[src/rtl/mono_sample_to_packet_converter.sv]
// AXI4-Stream master that expands each mono sample into a two-beat stereo packet.
// A small FIFO buffers samples while the sink back-pressures, since the sample input has no ready.
module mono_sample_to_packet_converter #(
  parameter int DATA_WIDTH   = 32,
  parameter int SAMPLE_WIDTH = 24,
  parameter int FIFO_DEPTH   = 4
) (
  input  logic                              M_AXIS_ACLK,
  input  logic                              M_AXIS_ARESET,
  input  logic                              mono_sample_valid,
  input  logic [SAMPLE_WIDTH-1:0]           mono_sample,
  output logic                              M_AXIS_TVALID,
  output logic [DATA_WIDTH-1:0]             M_AXIS_TDATA,
  output logic                              M_AXIS_TLAST,
  input  logic                              M_AXIS_TREADY,
  output logic [$clog2(FIFO_DEPTH+1)-1:0]   fifo_level,
  output logic                              overflow
);

  localparam int AW = (FIFO_DEPTH > 1) ? $clog2(FIFO_DEPTH) : 1;
  localparam int LW = $clog2(FIFO_DEPTH + 1);

  typedef enum logic [1:0] {
    IDLE   = 2'd0,
    SEND_L = 2'd1,
    SEND_R = 2'd2
  } state_t;

  state_t                  state_q, state_d;
  logic                    tvalid_q, tvalid_d;
  logic                    tlast_q, tlast_d;
  logic [DATA_WIDTH-1:0]   tdata_q, tdata_d;
  logic [LW-1:0]           level_q, level_d;
  logic                    overflow_q, overflow_d;
  logic [AW-1:0]           rd_ptr_q, rd_ptr_d;
  logic [AW-1:0]           wr_ptr_q, wr_ptr_d;
  logic [SAMPLE_WIDTH-1:0] mem_q [FIFO_DEPTH];

  logic                    fifo_empty;
  logic                    fifo_full;
  logic                    push;
  logic                    pop;
  logic                    handshake;
  logic [DATA_WIDTH-1:0]   head_word;

  assign fifo_empty = (level_q == '0);
  assign fifo_full  = (level_q == LW'(FIFO_DEPTH));
  assign handshake  = tvalid_q && M_AXIS_TREADY;

  // Left-justify the sample so its sign bit lands on the TDATA MSB.
  always_comb begin
    head_word = '0;
    head_word[DATA_WIDTH-1 -: SAMPLE_WIDTH] = mem_q[rd_ptr_q];
  end

  // Packet FSM: pops the FIFO head whenever a new packet starts.
  always_comb begin
    state_d  = state_q;
    tvalid_d = tvalid_q;
    tlast_d  = tlast_q;
    tdata_d  = tdata_q;
    pop      = 1'b0;
    case (state_q)
      IDLE: begin
        if (!fifo_empty) begin
          pop      = 1'b1;
          tdata_d  = head_word;
          tvalid_d = 1'b1;
          tlast_d  = 1'b0;
          state_d  = SEND_L;
        end
      end
      SEND_L: begin
        if (handshake) begin
          tlast_d = 1'b1;
          state_d = SEND_R;
        end
      end
      SEND_R: begin
        if (handshake) begin
          if (!fifo_empty) begin
            pop      = 1'b1;
            tdata_d  = head_word;
            tvalid_d = 1'b1;
            tlast_d  = 1'b0;
            state_d  = SEND_L;
          end else begin
            tvalid_d = 1'b0;
            tlast_d  = 1'b0;
            state_d  = IDLE;
          end
        end
      end
      default: begin
        tvalid_d = 1'b0;
        tlast_d  = 1'b0;
        state_d  = IDLE;
      end
    endcase
  end

  // A pop on the same edge frees the slot, so a full FIFO can still accept.
  always_comb begin
    push       = mono_sample_valid && (!fifo_full || pop);
    overflow_d = overflow_q || (mono_sample_valid && !push);
    wr_ptr_d   = push ? wr_ptr_q + AW'(1) : wr_ptr_q;
    rd_ptr_d   = pop ? rd_ptr_q + AW'(1) : rd_ptr_q;
    level_d    = level_q + LW'(push) - LW'(pop);
  end

  always_ff @(posedge M_AXIS_ACLK or posedge M_AXIS_ARESET) begin
    if (M_AXIS_ARESET) begin
      state_q    <= IDLE;
      tvalid_q   <= 1'b0;
      tlast_q    <= 1'b0;
      tdata_q    <= '0;
      level_q    <= '0;
      overflow_q <= 1'b0;
      rd_ptr_q   <= '0;
      wr_ptr_q   <= '0;
    end else begin
      state_q    <= state_d;
      tvalid_q   <= tvalid_d;
      tlast_q    <= tlast_d;
      tdata_q    <= tdata_d;
      level_q    <= level_d;
      overflow_q <= overflow_d;
      rd_ptr_q   <= rd_ptr_d;
      wr_ptr_q   <= wr_ptr_d;
    end
  end

  always_ff @(posedge M_AXIS_ACLK) begin
    if (push) begin
      mem_q[wr_ptr_q] <= mono_sample;
    end
  end

  assign M_AXIS_TVALID = tvalid_q;
  assign M_AXIS_TDATA  = tdata_q;
  assign M_AXIS_TLAST  = tlast_q;
  assign fifo_level    = level_q;
  assign overflow      = overflow_q;

endmodule

[config.mk]
export PLATFORM = sky130hd
export DESIGN_NAME = mono_sample_to_packet_converter
export DESIGN_NICKNAME = d
export VERILOG_FILES = /design/src/rtl/mono_sample_to_packet_converter.sv
export SDC_FILE = /design/constraint.sdc
export NUM_CORES = 1
export LEC_CHECK = 0
export CAP_MARGIN = 40
export CORE_MARGIN = 1
export CORE_UTILIZATION = 49
export CTS_CLUSTER_DIAMETER = 100
export DETAILED_ROUTE_END_ITERATION = 8
export MAX_ROUTING_LAYER = met4
export PLACE_DENSITY = 0.75
export SLEW_MARGIN = 20
export SYNTH_ARGS = -nofsm -noshare
export SYNTH_HDL_FRONTEND = slang
export SYNTH_SLANG_ARGS = --single-unit
[constraint.sdc]
create_clock -name M_AXIS_ACLK -period 2.44 [get_ports M_AXIS_ACLK]
set_clock_uncertainty 0.05 [all_clocks]
set_input_delay 0.488 -clock M_AXIS_ACLK [delete_from_list [all_inputs] [get_ports M_AXIS_ACLK]]
set_output_delay 0.488 -clock M_AXIS_ACLK [all_outputs]
set_load 0.05 [all_outputs]
==> impl_metrics.env, run 1 <==
export IMPL_outcome="finished, violations left"
export IMPL_violations="DRC"
export IMPL_drtIter0Drc=123
export IMPL_start_util_pct=50.31
export IMPL_synth_edf_count=96
export IMPL_pwr_density_cell_nw_per_um2=954.0
export IMPL_clk_path_buf_depth=2
export IMPL_relSlewSlack_pct=53.31
export IMPL_post_route_min_period_ps=2378
export IMPL_synth_area_leaders="edfxtp_1 56%, dfrtp_1 17%, mux4_2 7.9%"
export IMPL_synth_xor_area_share_pct=0.8508
export IMPL_synth_compound_area_share_pct=1.556
export IMPL_dieArea_sq_um=10920
export IMPL_synth_top_area_share_pct=56.00
export IMPL_postLayoutCoreUtil_pct=64.22
export IMPL_cts_root_buf="clkbuf_8"
export IMPL_hold_viol=0
export IMPL_routabilityCongestion=0.7720
export IMPL_die_h_um=104.5
export IMPL_antenna_left=0
export IMPL_async_reset_ff_share_pct=26.72
export IMPL_grt_antenna_before_repair=0
export IMPL_clk_pin_slew_worst_paths_ps=60
export IMPL_overflow=0
export IMPL_final_cell_mix="96 x edfxtp_1, 57 x clkdlybuf4s50_1, 30 x dfrtp_1, 18 x mux4_2"
export IMPL_finalSetupViolCount=0
export IMPL_muxShareOfSynthArea_pct=17.14
export IMPL_cts_buffers=17
export IMPL_syn_to_final_growth_pct=27.64
export IMPL_nFillCells=710
export IMPL_yosys_area_share_adder_pct=1.847
export IMPL_hold_buffers=0
export IMPL_reg2reg_slack_ps=150
export IMPL_synth_top_family_by_area="multiplexers"
export IMPL_io_pins=66
export IMPL_yosysTopAreaCell="edfxtp_1"
export IMPL_grt_pass1_vias=2573
export IMPL_clk_latency_ps=500
export IMPL_nNetsFinal=363
export IMPL_r2r_end="fifo_level[2]$_DFF_PP0_"
export IMPL_synth_distinct_cells=33
export IMPL_wl_per_cell_um=17.69
export IMPL_yosysWarnings=0
export IMPL_antenna_cells=0
export IMPL_placed_area_sq_um=5977
export IMPL_cap_violations=0
export IMPL_routed_via_count=2456
export IMPL_dr_pass1_iters=6
export IMPL_ff2ff_path_depth=9
export IMPL_cp_end_kind="primary output"
export IMPL_crit_chain="buf_4, clkdlybuf4s50_1"
export IMPL_rr_startpoint="fifo_level[0]$_DFF_PP0_"
export IMPL_start_kind="flip-flop"
export IMPL_clkSinkCount=131
export IMPL_p_leak_nw=2.474
export IMPL_synth_seq_cells=131
export IMPL_final_cell_area_sq_um=6570
export IMPL_worst_pin_slew_ps=696.1
export IMPL_path_class="reg2out"
export IMPL_dp_hpwl_um=5184
export IMPL_drive_gt1_share_pct=31.09
export IMPL_synth_simple_gate_area_share_pct=2.212
export IMPL_post_cts_buffers=0
export IMPL_grt_pass1_wl_um=13850
export IMPL_yosysSeqAreaShare_pct=73.02
export IMPL_drc_errors=1
export IMPL_worst_slack_ps=61.66
export IMPL_routed_via_density=5.149
export IMPL_critPathRequiredTime_ps=1900
export IMPL_ys_flop_type="edfxtp_1"
export IMPL_place_ws_ps=-284.3
export IMPL_track_usage_pct=17.91
export IMPL_rsz0062_at_grt="no"
export IMPL_crit_fanout=4
export IMPL_ir_worst_vdd_mv=0.5626
export IMPL_io_buffers=57
export IMPL_crit_path_top_delay_cell="clkdlybuf4s50_1"
export IMPL_syn_cell_area_sq_um=5147
export IMPL_hold_class="in2async"
export IMPL_cts_tree="done"
export IMPL_core_area_sq_um=10230
export IMPL_drv_slew=0
export IMPL_layout_commonest_cell="edfxtp_1"
export IMPL_grt_max_degree=26
export IMPL_critPathArrivalTime_ps=1840
export IMPL_cts_resized_gates=0
export IMPL_fin_crit_sh_pct=97.47
export IMPL_avgSynthCellArea_sq_um=21.18
export IMPL_timing_fmax_mhz=420.5
export IMPL_cpPeakStageDelay_ps=810
export IMPL_die_w_um=104.5
export IMPL_syn_inst=243
export IMPL_rows=37
export IMPL_htree_levels=4
export IMPL_wirelength_um=8437
==> flip-flops by register name, summed over array words and instances, names as in the netlist <==
name and flops:
M_AXIS_TDATA 24, M_AXIS_TVALID 1, fifo_level 3, mem_q 96, overflow 1, rd_ptr_q 2, state_q 2, wr_ptr_q 2
==> report_power, final <==
part	internal (W)	leakage, nW	switching [W]
combinational	0.000385	0.864	0.000519
clock	0.00155	0.273	0.000899
sequential	0.00280	1.34	0.000110
total	0.00474	2.47	0.00153
==> through the flow <==
step | setup TNS (ps) | total power (W) | hold WS, ps | cells
floorplan | -15080 | 0.003476 | 448.0 | 250
global placement | -274.2 | 0.003804 | 403.4 | 445
detailed placement | -412.4 | 0.003852 | 411.4 | 445
CTS | 0 | 0.006310 | 264.0 | 477
global route | 0 | 0.006516 | 311.8 | 477
finish | 0 | 0.006268 | 270.6 | 477
==> cells in the mapped netlist, drive strengths merged (2+ instances only) <==
master and n:
mux4 24, inv 10, edfxtp 96, nor2b 4, clkbuf 3, xnor2 3
dfrtp 35, ha 6, mux2 25, xor2 2, nand2 4, buf 14
nor3 2
==> logic make-up (layout without fill, tap and decap cells) <==
group                      Yosys count  after routing
buffers and inverters               27            118
AOI/OAI and AO/OA                    7              7
muxes                               49             49
other                                1              8
and+or+nand+nor                     16             16
DFF                                131            131
xor gates and xnor gates             5              5
adders and majority gates            7              7
==> routing by layer <==
metal,vias up,part of all wire (%),track usage [%]
li1,1103,-,-
met1,1279,44,22.64
met2,63,51,27.86
met3,11,3.4,4.762
met4,0,1.3,6.939
met5,-,0,-
==> critical path: cells and delay by family (launching register included) <==
family	cells	cell delay, ps
buffers and inverters	2	970
flip-flops	1	370
==> how the worst max path moves through the flow <==
| stage | startpoint | to | slack, ps | depth (start not counted) |
|---|---|---|---|---|
| floorplan | state_q[1]$_DFFE_PP0P_ | mem_q[0][0]$_DFFE_PP_ | -160 | 3 |
| global placement | M_AXIS_TREADY | fifo_level[2]$_DFF_PP0_ | -210 | 10 |
| detailed placement | M_AXIS_TREADY | fifo_level[2]$_DFF_PP0_ | -280 | 10 |
| CTS | fifo_level[1]$_DFF_PP0_ | fifo_level[1] | 60 | 2 |
| global route | fifo_level[1]$_DFF_PP0_ | fifo_level[1] | 10 | 2 |
| finish | fifo_level[1]$_DFF_PP0_ | fifo_level[1] | 60 | 2 |
==> final cells by class <==
| cell class | instances | area [sq um] | area share [%] |
|---|---|---|---|
| multi-input cells | 92 | 1265 | 19.25 |
| repair buffers | 76 | 750.7 | 11.43 |
| well taps | 136 | 170.2 | 2.590 |
| inverters | 10 | 37.54 | 0.5713 |
| clock inverters | 13 | 160.2 | 2.438 |
| clock buffers | 19 | 421.7 | 6.418 |
| flip-flops and latches | 131 | 3765 | 57.30 |
No activity file was read; power rests on OpenSTA's default activity.
==> run 2, diff against run 1 <==
--- a/config.mk
+++ b/config.mk
@@ -5,6 +5,7 @@
 export SDC_FILE = /design/constraint.sdc
 export NUM_CORES = 1
 export LEC_CHECK = 0
+export ABC_CLOCK_PERIOD_IN_PS = 2440
 export CAP_MARGIN = 40
 export CORE_MARGIN = 1
 export CORE_UTILIZATION = 49
==> results of run 2 <==
No change in the layout: final DEF, timing and power equal those of run 1.
